===== config.mk =====
export PLATFORM = sky130hd
export DESIGN_NAME = second_tick_gen
export DESIGN_NICKNAME = d
export VERILOG_FILES = /design/src/rtl/second_tick_gen.sv
export SDC_FILE = /design/constraint.sdc
export NUM_CORES = 1
export LEC_CHECK = 0
export BUFFER_PORTS_ARGS = -buffer_cell sky130_fd_sc_hd__buf_2
export CAP_MARGIN = 20
export CORE_MARGIN = 8
export CORE_UTILIZATION = 40
export CTS_CLUSTER_SIZE = 30
export DETAILED_ROUTE_END_ITERATION = 8
export PLACE_DENSITY_LB_ADDON = 0.3
export SYNTH_ARGS = -nofsm -noshare
export SYNTH_HDL_FRONTEND = slang
export SYNTH_HIERARCHICAL = 1
export SYNTH_SLANG_ARGS = --single-unit

===== constraint.sdc =====
create_clock -name clk -period 1.78 [get_ports clk]
set_input_delay 0.178 -clock clk [delete_from_list [all_inputs] [get_ports clk]]
set_output_delay 0.178 -clock clk [all_outputs]
set_load 0.01 [all_outputs]

===== src/rtl/second_tick_gen.sv =====
// Seconds stage: divides clk to a 1 Hz tick, counts 0..59, and emits a one-cycle
// carry on the RUN-mode 59->0 wrap. SET mode adjusts the count via debounced buttons.

// Button front end: 2-FF synchroniser, stable-level debounce and a one-cycle press
// strobe on the accepted high->low transition. The synchroniser resets to "released".
module second_tick_btn #(
    parameter int unsigned DEB_CYCLES = 1_000_000
) (
    input  logic clk,
    input  logic reset,
    input  logic i_btn_n,
    output logic o_press
);

    localparam int unsigned DW = (DEB_CYCLES > 1) ? $clog2(DEB_CYCLES) : 1;

    logic          r_sync1;
    logic          r_sync2;
    logic [1:0]    r_vld;
    logic          r_deb;
    logic          r_arm;
    logic          r_press;
    logic [DW-1:0] r_cnt;

    always_ff @(posedge clk or negedge reset) begin
        if (!reset) begin
            r_sync1 <= 1'b1;
            r_sync2 <= 1'b1;
            r_vld   <= 2'b00;
        end else begin
            r_sync1 <= i_btn_n;
            r_sync2 <= r_sync1;
            r_vld   <= {r_vld[0], 1'b1};
        end
    end

    // r_arm stays low until a genuine released level is seen after reset, so a
    // button held through reset release is absorbed silently rather than counted.
    always_ff @(posedge clk or negedge reset) begin
        if (!reset) begin
            r_deb   <= 1'b1;
            r_arm   <= 1'b0;
            r_press <= 1'b0;
            r_cnt   <= '0;
        end else begin
            // NOTE: non-blocking everywhere in clocked logic; the default clear
            // below is overridden by a later assignment in the same block.
            r_press <= 1'b0;
            if (r_vld[1] && r_sync2 && r_deb) begin
                r_arm <= 1'b1;
            end
            if (r_sync2 != r_deb) begin
                if (r_cnt == DW'(DEB_CYCLES - 1)) begin
                    r_deb   <= r_sync2;
                    r_cnt   <= '0;
                    r_press <= r_deb & r_arm;
                end else begin
                    r_cnt <= r_cnt + 1'b1;
                end
            end else begin
                r_cnt <= '0;
            end
        end
    end

    assign o_press = r_press;

endmodule

module second_tick_gen #(
    parameter int unsigned CLK_HZ     = 50_000_000,
    parameter int unsigned DEB_CYCLES = 1_000_000
) (
    input  logic       clk,
    input  logic       reset,
    input  logic       mode,
    input  logic       add,
    input  logic       deduct,
    output logic       tick,
    output logic       second,
    output logic [5:0] second1
);

    localparam int unsigned PW = (CLK_HZ > 1) ? $clog2(CLK_HZ) : 1;

    typedef enum logic {
        ST_RUN = 1'b0,
        ST_SET = 1'b1
    } state_t;

    state_t        r_state;
    logic          r_mode_s1;
    logic          r_mode_s2;
    logic [PW-1:0] r_presc;
    logic          r_tick;
    logic          r_carry;
    logic [5:0]    r_sec;
    logic          w_add_ev;
    logic          w_ded_ev;

    always_ff @(posedge clk or negedge reset) begin
        if (!reset) begin
            r_mode_s1 <= 1'b0;
            r_mode_s2 <= 1'b0;
        end else begin
            r_mode_s1 <= mode;
            r_mode_s2 <= r_mode_s1;
        end
    end

    second_tick_btn #(.DEB_CYCLES(DEB_CYCLES)) u_add_btn (
        .clk     (clk),
        .reset   (reset),
        .i_btn_n (add),
        .o_press (w_add_ev)
    );

    second_tick_btn #(.DEB_CYCLES(DEB_CYCLES)) u_ded_btn (
        .clk     (clk),
        .reset   (reset),
        .i_btn_n (deduct),
        .o_press (w_ded_ev)
    );

    // tick, the seconds update and the wrap carry all register on the same edge,
    // so the carry is aligned with second1 reading 0.
    always_ff @(posedge clk or negedge reset) begin
        if (!reset) begin
            r_state <= ST_RUN;
            r_presc <= '0;
            r_tick  <= 1'b0;
            r_carry <= 1'b0;
            r_sec   <= 6'd0;
        end else begin
            r_tick  <= 1'b0;
            r_carry <= 1'b0;
            case (r_state)
                ST_RUN: begin
                    if (r_mode_s2) begin
                        r_state <= ST_SET;
                        r_presc <= '0;
                    end else if (r_presc == PW'(CLK_HZ - 1)) begin
                        r_presc <= '0;
                        r_tick  <= 1'b1;
                        if (r_sec == 6'd59) begin
                            r_sec   <= 6'd0;
                            r_carry <= 1'b1;
                        end else begin
                            r_sec <= r_sec + 6'd1;
                        end
                    end else begin
                        r_presc <= r_presc + 1'b1;
                    end
                end
                ST_SET: begin
                    r_presc <= '0;
                    if (!r_mode_s2) begin
                        r_state <= ST_RUN;
                    end
                    // add wins when both strobes land in the same cycle
                    if (w_add_ev) begin
                        r_sec <= (r_sec == 6'd59) ? 6'd0 : r_sec + 6'd1;
                    end else if (w_ded_ev) begin
                        r_sec <= (r_sec == 6'd0) ? 6'd59 : r_sec - 6'd1;
                    end
                end
                default: begin
                    r_state <= ST_RUN;
                    r_presc <= '0;
                end
            endcase
        end
    end

    assign tick    = r_tick;
    assign second  = r_carry;
    assign second1 = r_sec;

endmodule


==> flow_summary.json, run 1 <==
{
  "hold_violations": 0,
  "cpPeakStageDelay_ns": 0.39,
  "numCtsBuffers": 9,
  "r2r_cells": 6,
  "netlist_area_sq_um": 4561,
  "synth_seq_cells": 91,
  "switching_power_mw": 0.8939,
  "route.antenna.remaining_nets": 0,
  "fin_crit_sh": 0.9972,
  "gp_congestion": 0.8106,
  "portBuffers": 12,
  "skew_ns": 0.01052,
  "fp.coreArea_sq_um": 11270,
  "p_leak_nw": 2.556,
  "worst_setup_path_end_kind": "register",
  "fin_setup_tns_ns": 0,
  "setup_viol": 0,
  "track_usage": 0.1296,
  "antenna_found_initial": 0,
  "drc": 0,
  "rrSetupSlack_ns": 0.005,
  "clock_sink_count": 91,
  "clockRootBuffer": "clkbuf_16",
  "rr_endpoint": "u_add_btn/r_cnt[0]$_DFF_PN0_",
  "regToRegStartpoint": "u_add_btn/r_cnt[14]$_DFF_PN0_",
  "ys.flop_type": "dfrtp_1",
  "cpLargestDelayFamily": "simple AND/OR/NAND/NOR gates",
  "cap_violations": 0,
  "crit_arrival_ns": 1.99,
  "crit_slowest_cell": "dfrtp_1",
  "finish.utilization": 0.5088,
  "grt_pass1_wl_um": 15940,
  "via_per_inst": 5.231,
  "synth-async-reset-ratio": 1.000,
  "firstDrtPassIters": 4,
  "status": "finished, final reports clean",
  "cp-endpoint": "u_add_btn/r_cnt[0]$_DFF_PN0_",
  "final_nets": 525,
  "dieHeight_um": 122.8,
  "power.density_nw_per_um2": 768.3,
  "path_common_cell": "buf_4",
  "start_kind": "register",
  "wire_per_inst_um": 14.27,
  "clk_path_buf_depth": 2,
  "fillers": 999,
  "vias": 3458,
  "grt_max_degree": 41,
  "wirelength_um": 9430,
  "p_seq_frac": 0.481,
  "worstPathRequired_ns": 2.00,
  "synth_cells": 431,
  "synth-edff-count": 0,
  "cp_cell_sequence": "nand2_1 > or3_4 > buf_4 > o41ai_4 > buf_4 > nor2_1",
  "pin_count": 13,
  "cts_tree": "yes",
  "maxSlewViolCount": 0,
  "hpwl_um": 6520,
  "drive_above_1_share": 0.2819,
  "swShare": 0.2029,
  "avgSynthCellArea_sq_um": 10.58,
  "startpoint": "u_add_btn/r_cnt[14]$_DFF_PN0_",
  "die_w_um": 122.8,
  "insertion_delay_ns": 0.34,
  "fin_crit_ns": 1.775,
  "path_buf_inv": 2,
  "die_area_sq_um": 15070,
  "path_clk_slew_ns": 0.07,
  "rows": 39,
  "cp.depth": 6,
  "clkPwrFrac": 0.485,
  "grt-ovfl-total": 0,
  "critPathKind": "reg -> reg",
  "combPwrFrac": 0.034,
  "detail_route.iter0.violations": 174,
  "fmax_mhz": 563.4,
  "area_growth_syn_to_layout_pct": 25.76,
  "htree_levels": 3,
  "path_max_fanout": 7,
  "ys_types": 60,
  "grt_pass1_vias": 3361,
  "rsz0062_at_grt": "true",
  "syn-num-nets": 442,
  "ys_seq_area_frac": 0.5010,
  "min-delay-path-class": "in -> async",
  "n_antenna_cell": 0,
  "start_util": 0.4046,
  "internal_power_mw": 3.512,
  "ir_drop_mv": 0.4988,
  "ys_warn_count": 6
}
kinds of logic (layout without fill, tap and decap cells):
family	after synthesis	in the layout	synth area share
AOI/OAI and AO/OA	51	51	0.07792
adders and majority gates	6	6	0.01646
DFF	91	91	0.5010
and+or+nand+nor	207	207	0.2716
xor gates and xnor gates	51	51	0.09794
buffers and inverters	18	105	0.02003
other	2	2	0.001647
muxes	5	5	0.01344
metrics by stage:
stage	power, mW	worst slack (ns)	hold WS [ns]	instances	cell area, sq um
floorplan	2.213	0.03796	-0.1176	431	4561
global placement	2.295	0.01437	0.01221	627	5136
detailed placement	2.301	0.004581	0.01476	627	5136
CTS	4.449	0.007994	0.2019	647	5540
global route	4.577	-0.06309	0.2315	661	5736
finish	4.406	0.005037	0.2074	661	5736
cell usage after synthesis (4+ instances only):
library cell	number	area [sq um]
and3_1	11	68.82
dfrtp_1	85	2127
buf_4	5	37.54
nand3_1	24	120.1
nand4_1	10	62.56
or3_1	4	25.02
or4_1	6	45.04
nor3_1	8	40.04
nand3_2	6	60.06
xnor2_1	20	175.2
nand2_1	29	108.9
buf_2	4	20.02
and4_1	7	61.31
nor2_1	62	232.7
o21ai_0	10	50.05
ha_1	6	75.07
nor4_2	4	50.05
o31ai_1	7	52.55
dfstp_2	6	157.7
inv_1	8	30.03
a21oi_1	18	90.09
xor2_1	31	271.5
nand4_2	5	62.56
registers in the layout (all words and copies together) (netlist names), 2 cells and up:
register	cells
r_presc	26
u_add_btn/r_cnt	20
u_ded_btn/r_cnt	20
second1	6
u_add_btn/r_vld	2
u_ded_btn/r_vld	2
how the worst min path moves through the flow:
stage / startpoint / end / cells after the start
after global placement: reset / r_presc[23]$_DFF_PN0_ / 1
after floorplan: reset / r_mode_s1$_DFF_PN0_ / 0
after detailed placement: reset / r_presc[22]$_DFF_PN0_ / 1
after CTS: reset / r_presc[23]$_DFF_PN0_ / 2
final: reset / r_presc[21]$_DFF_PN0_ / 2
after global routing: reset / r_presc[21]$_DFF_PN0_ / 2
cell usage in the layout, fill, tap and decap left out, types with 4 or more instances in the layout:
master         instances
dfstp_2                6
xnor2_1               20
and3_1                10
o31ai_1                7
or4_1                  6
a21oi_1               17
nor2_1                62
o21ai_0               10
buf_2                 11
inv_1                  8
xor2_1                31
buf_4                 62
nand3_1               24
dlygate4sd3_1          4
and4_1                 7
clkbuf_16              9
or3_1                  4
nor3_1                 8
nand3_2                6
nand2_1               29
nor4_4                 4
dfrtp_1               84
buf_6                  4
nand4_1               10
power by group through the flow:
stage	clock, mW	sequential (mW)	combinational (mW)
after global routing	2.28	2.12	0.175
final	2.14	2.12	0.152
after global placement	0	2.16	0.140
after floorplan	0	2.15	0.0610
after CTS	2.18	2.12	0.151
after detailed placement	0	2.16	0.144
final cells by class:
class	instances	area, sq um	share of cell area
Timing Repair Buffer	82	625.6	0.1091
Inverter	8	30.03	0.005236
Clock inverter	6	105.1	0.01832
Clock buffer	9	225.2	0.03927
Tap cell	143	178.9	0.03120
Sequential cell	91	2286	0.3986
Multi-Input combinational cell	322	2285	0.3983
repair_timing:
item,in CTS,in global routing
hold buffers,4,0
setup buffers,1,14
endpoints found under the setup margin,4,59
gates cloned,0,0
pin swaps,1,17
endpoints found under the hold margin,88,0
resized for setup,3,21
layer usage:
metal  part of all wire  GRT usage
met4              0.013    0.04341
met3              0.023    0.02300
met1               0.49     0.1757
met2               0.48     0.2052
met5                  0          0
(Power assumes the default switching activity.)
==> run 2, diff against run 1 <==
--- a/config.mk
+++ b/config.mk
@@ -5,7 +5,7 @@
 export SDC_FILE = /design/constraint.sdc
 export NUM_CORES = 1
 export LEC_CHECK = 0
-export BUFFER_PORTS_ARGS = -buffer_cell sky130_fd_sc_hd__buf_2
+export BUFFER_PORTS_ARGS = -buffer_cell sky130_fd_sc_hd__buf_4
 export CAP_MARGIN = 20
 export CORE_MARGIN = 8
 export CORE_UTILIZATION = 40
==> flow_summary.json, run 2 (same netlist as run 1, synthesis figures left out) <==
{
  "tightest_slew_ns": 0.5290,
  "grt_pass1_vias": 3398,
  "multi_input_area_sq_um": 2267,
  "clock_sink_count": 91,
  "grt_pass1_wl_um": 15970,
  "setup_ws_ns": 0.03289,
  "largest_reg_flops": 26,
  "htree_levels": 3,
  "wire_per_inst_um": 14.33,
  "register_area_sq_um": 2286,
  "dieHeight_um": 122.8,
  "fmax_mhz": 572.4,
  "rrSetupSlack_ns": 0.03,
  "r2r_cells": 3,
  "n_antenna_cell": 0,
  "detail_route.iter0.violations": 211,
  "die_area_sq_um": 15070,
  "rsz0062_at_grt": "true",
  "slew_headroom": 0.6473,
  "cp-endpoint": "u_ded_btn/r_deb$_DFFE_PN1P_",
  "start_kind": "register",
  "route.antenna.remaining_nets": 0,
  "hold_violations": 0,
  "drive_above_1_share": 0.2574,
  "antenna_found_initial": 0,
  "fillers": 1006,
  "regMostFlops": "r_presc",
  "firstDrtPassIters": 4,
  "vias": 3395,
  "fin_setup_tns_ns": 0,
  "p_leak_nw": 2.504,
  "worst_setup_path_end_kind": "register",
  "ir_drop_mv": 0.3796,
  "path_max_fanout": 5,
  "skew_ns": 0.006109,
  "status": "finished, final reports clean",
  "use_met2": 0.2107,
  "clockRootBuffer": "clkbuf_16",
  "startpoint": "u_ded_btn/r_cnt[13]$_DFF_PN0_",
  "power.density_nw_per_um2": 730.8,
  "cap_violations": 0,
  "final_nets": 515,
  "insertion_delay_ns": 0.34,
  "maxSlewViolCount": 0,
  "portBuffers": 12,
  "cts_tree": "yes",
  "hpwl_um": 6524,
  "pre_cts_slack_ns": 0.005164,
  "drc": 0,
  "clk_path_buf_depth": 2,
  "fin_crit_sh": 0.9815,
  "gr-usage-met1": 0.1706,
  "wirelength_um": 9340,
  "setup_viol": 0,
  "gp_congestion": 0.7803,
  "rows": 39,
  "fin_crit_ns": 1.747,
  "critPathKind": "reg -> reg",
  "numCtsBuffers": 9,
  "min-delay-path-class": "reg -> reg",
  "reg.largest.list": "r_presc x26, u_add_btn/r_cnt x20, u_ded_btn/r_cnt x20",
  "grt-ovfl-total": 0,
  "final_cell_mix": "dfrtp_1 (84), buf_4 (63), nor2_1 (62), xor2_1 (31), nand2_1 (29)",
  "grt_max_degree": 41,
  "fp.coreArea_sq_um": 11270,
  "path_clk_slew_ns": 0.06,
  "rr_endpoint": "u_ded_btn/r_deb$_DFFE_PN1P_",
  "start_util": 0.4046,
  "busiest_layer": "met2",
  "layout_commonest_cell": "dfrtp_1",
  "pin_count": 13,
  "track_usage": 0.1312,
  "worstPathRequired_ns": 2.05,
  "met3_usage": 0.02438,
  "die_w_um": 122.8,
  "crit_arrival_ns": 2.02,
  "area_growth_syn_to_layout_pct": 24.09,
  "via_per_inst": 5.207,
  "regToRegStartpoint": "u_ded_btn/r_cnt[13]$_DFF_PN0_"
}
## run 2: report_power, final
part	internal (mW)	switching (mW)	leakage (nW)
clock	1.10	0.755	0.146
combinational	0.0655	0.0948	1.13
sequential	2.10	0.0237	1.23
total	3.26	0.873	2.50
## run 2: layer usage
metal	part of all wire	vias to the layer above
met1	0.48	1674
met5	0	-
met3	0.027	15
met4	0.018	0
li1	-	1670
met2	0.47	36
## run 2: worst min path at each step
stage               slack [ns]                         start  cells past startpoint                           end
floorplan                -0.12                         reset                      0           r_mode_s1$_DFF_PN0_
global placement          0.20                         reset                      1         r_presc[20]$_DFF_PN0_
detailed placement        0.20                         reset                      1         r_presc[20]$_DFF_PN0_
CTS                       0.35  u_add_btn/r_vld[0]$_DFF_PN0_                      0  u_add_btn/r_vld[1]$_DFF_PN0_
global route              0.36  u_ded_btn/r_vld[0]$_DFF_PN0_                      0  u_ded_btn/r_vld[1]$_DFF_PN0_
finish                    0.35  u_add_btn/r_vld[0]$_DFF_PN0_                      0  u_add_btn/r_vld[1]$_DFF_PN0_
## run 2: area by class of cell
class | instances | area share
sequential | 91 | 0.4039
multi-input combinational | 322 | 0.4006
timing repair buffer | 72 | 0.1068
clock buffer | 15 | 0.05085
tap | 143 | 0.03162
inverter | 8 | 0.005306
clock inverter | 1 | 0.0008844
## run 2: what timing repair did
action                     4_1_cts  5_1_grt
pin swaps                        2       11
setup endpoints to repair        2       40
setup buffers                    1        7
hold buffers                     4        0
hold endpoints to repair        36        0
resized for setup                1       14
## run 2: critical path: stages, from the launching register on
cell and delay [ns]:
dfrtp_1 0.43, or3_4 0.41, or4_4 0.52, mux2_4 0.31
## run 2: per-stage QoR
step / total power [mW] / instance area [sq um] / std cells / util / hold WS, ns
6_report: 4.136 / 5659 / 652 / 0.5021 / 0.3470
5_1_grt: 4.306 / 5659 / 652 / 0.5021 / 0.3550
4_1_cts: 4.185 / 5528 / 645 / 0.4904 / 0.3490
3_5_place_dp: 2.308 / 5179 / 624 / 0.4594 / 0.2020
3_3_place_gp: 2.307 / 5179 / 624 / 0.4594 / 0.1962
2_1_floorplan: 2.213 / 4561 / 431 / - / -0.1176
==> run 3, diff against run 2 <==
--- a/config.mk
+++ b/config.mk
@@ -11,6 +11,7 @@
 export CORE_UTILIZATION = 40
 export CTS_CLUSTER_SIZE = 30
 export DETAILED_ROUTE_END_ITERATION = 8
+export MAX_ROUTING_LAYER = met4
 export PLACE_DENSITY_LB_ADDON = 0.3
 export SYNTH_ARGS = -nofsm -noshare
 export SYNTH_HDL_FRONTEND = slang
==> flow_summary.json, run 3 (same netlist as run 1, synthesis figures left out) <==
{
  "setup_ws_ns": 0.03267,
  "internal_power_mw": 3.263,
  "firstDrtPassIters": 4,
  "path_max_fanout": 5,
  "hpwl_um": 6524,
  "wire_per_inst_um": 14.33,
  "htree_levels": 3,
  "rows": 39,
  "swShare": 0.2113,
  "rr_endpoint": "u_ded_btn/r_deb$_DFFE_PN1P_",
  "cap_violations": 0,
  "cts_tree": "yes",
  "place_inst": 624,
  "clock_sink_count": 91,
  "combPwrFrac": 0.039,
  "grt_max_degree": 41,
  "skew_ns": 0.005382,
  "gp_congestion": 0.7910,
  "rsz0062_at_grt": "true",
  "drc": 0,
  "path_clk_slew_ns": 0.06,
  "critPathKind": "reg -> reg",
  "worst_setup_path_end_kind": "register",
  "final_cell_mix": "dfrtp_1 (84), buf_4 (63), nor2_1 (62), xor2_1 (31), nand2_1 (29)",
  "maxSlewViolCount": 0,
  "tightest_slew_ns": 0.5291,
  "antenna_found_initial": 0,
  "hold_violations": 0,
  "regMostFlops": "r_presc",
  "register_area_sq_um": 2286,
  "r2r_cells": 3,
  "route.antenna.remaining_nets": 0,
  "area_growth_syn_to_layout_pct": 24.09,
  "die_area_sq_um": 15070,
  "portBuffers": 12,
  "detail_route.iter0.violations": 217,
  "clkPwrFrac": 0.448,
  "grt_pass1_vias": 3402,
  "min-delay-path-class": "reg -> reg",
  "start_kind": "register",
  "cp.depth": 3,
  "pre_cts_slack_ns": 0.005164,
  "worstPathRequired_ns": 2.05,
  "fp.coreArea_sq_um": 11270,
  "fin_setup_tns_ns": 0,
  "cp_cell_sequence": "or3_4 > or4_4 > mux2_4",
  "clockRootBuffer": "clkbuf_16",
  "grt_pass1_wl_um": 15970,
  "final-instance-count-excl-fill": 652,
  "fmax_mhz": 572.3,
  "insertion_delay_ns": 0.34,
  "numCtsBuffers": 9,
  "multi_input_area_sq_um": 2267,
  "drive_above_1_share": 0.2574,
  "final_nets": 515,
  "n_antenna_cell": 0,
  "crit_arrival_ns": 2.02,
  "power.density_nw_per_um2": 731.0,
  "largest_reg_flops": 26,
  "reg.largest.list": "r_presc x26, u_add_btn/r_cnt x20, u_ded_btn/r_cnt x20",
  "cpLargestDelayFamily": "simple AND/OR/NAND/NOR gates",
  "dieHeight_um": 122.8,
  "min_path_cells": 0,
  "start_util": 0.4046,
  "crit_slowest_cell": "or4_4",
  "worst_hold_slack_ns": 0.3470,
  "track_usage": 0.1352,
  "status": "finished, final reports clean",
  "wirelength_um": 9340,
  "layout_commonest_cell": "dfrtp_1",
  "cp-endpoint": "u_ded_btn/r_deb$_DFFE_PN1P_",
  "startpoint": "u_ded_btn/r_cnt[13]$_DFF_PN0_",
  "clk_path_buf_depth": 2,
  "switching_power_mw": 0.8741,
  "die_w_um": 122.8,
  "pin_count": 13,
  "p_seq_frac": 0.513,
  "setup_viol": 0,
  "p_leak_nw": 2.504,
  "ir_drop_mv": 0.3796,
  "fin_crit_ns": 1.747,
  "fin_crit_sh": 0.9816,
  "vias": 3393,
  "grt-ovfl-total": 0,
  "path_buf_inv": 0,
  "fillers": 1006,
  "via_per_inst": 5.204,
  "cpPeakStageDelay_ns": 0.52,
  "regToRegStartpoint": "u_ded_btn/r_cnt[13]$_DFF_PN0_",
  "rrSetupSlack_ns": 0.03,
  "slew_headroom": 0.6472
}
## run 3: final cells by class
cell class,instances,area share
multi-input cells,322,0.4006
repair buffers,72,0.1068
clock buffers,15,0.05085
well taps,143,0.03162
inverters,8,0.005306
flip-flops and latches,91,0.4039
clock inverters,1,0.0008844
## run 3: routing by layer
metal | track usage | up-vias | wire length (um)
met2 | 0.2110 | 36 | 4424
met5 | - | - | 0
met3 | 0.02346 | 15 | 226
met1 | 0.1709 | 1672 | 4516
li1 | - | 1670 | -
met4 | 0.05484 | 0 | 172
## run 3: timing repair
action	CTS	global route
gates resized for setup	1	14
hold buffers	4	0
buffers inserted	1	7
endpoints found under the setup margin	2	40
endpoints found under the hold margin	36	0
pin swaps	2	11
## run 3: power by group through the flow
stage,clock (mW),combinational (mW),sequential [mW]
after floorplan,0,0.0610,2.15
after global placement,0,0.151,2.16
after detailed placement,0,0.152,2.16
after CTS,1.91,0.159,2.12
after global routing,2.00,0.184,2.12
final,1.85,0.160,2.12
## run 3: worst min-delay path by stage
stage | slack [ns] | start | end
floorplan | -0.12 | reset | r_mode_s1$_DFF_PN0_
global placement | 0.20 | reset | r_presc[20]$_DFF_PN0_
detailed placement | 0.20 | reset | r_presc[20]$_DFF_PN0_
CTS | 0.35 | u_add_btn/r_vld[0]$_DFF_PN0_ | u_add_btn/r_vld[1]$_DFF_PN0_
global route | 0.36 | u_ded_btn/r_vld[0]$_DFF_PN0_ | u_ded_btn/r_vld[1]$_DFF_PN0_
finish | 0.35 | u_add_btn/r_vld[0]$_DFF_PN0_ | u_add_btn/r_vld[1]$_DFF_PN0_
## run 3: metrics by stage
| step | area, sq um | utilization | total power, mW |
|---|---|---|---|
| finish | 5659 | 0.5021 | 4.137 |
| global route | 5659 | 0.5021 | 4.308 |
| CTS | 5528 | 0.4904 | 4.185 |
| detailed placement | 5179 | 0.4594 | 2.308 |
| global placement | 5179 | 0.4594 | 2.307 |
| floorplan | 4561 | - | 2.213 |
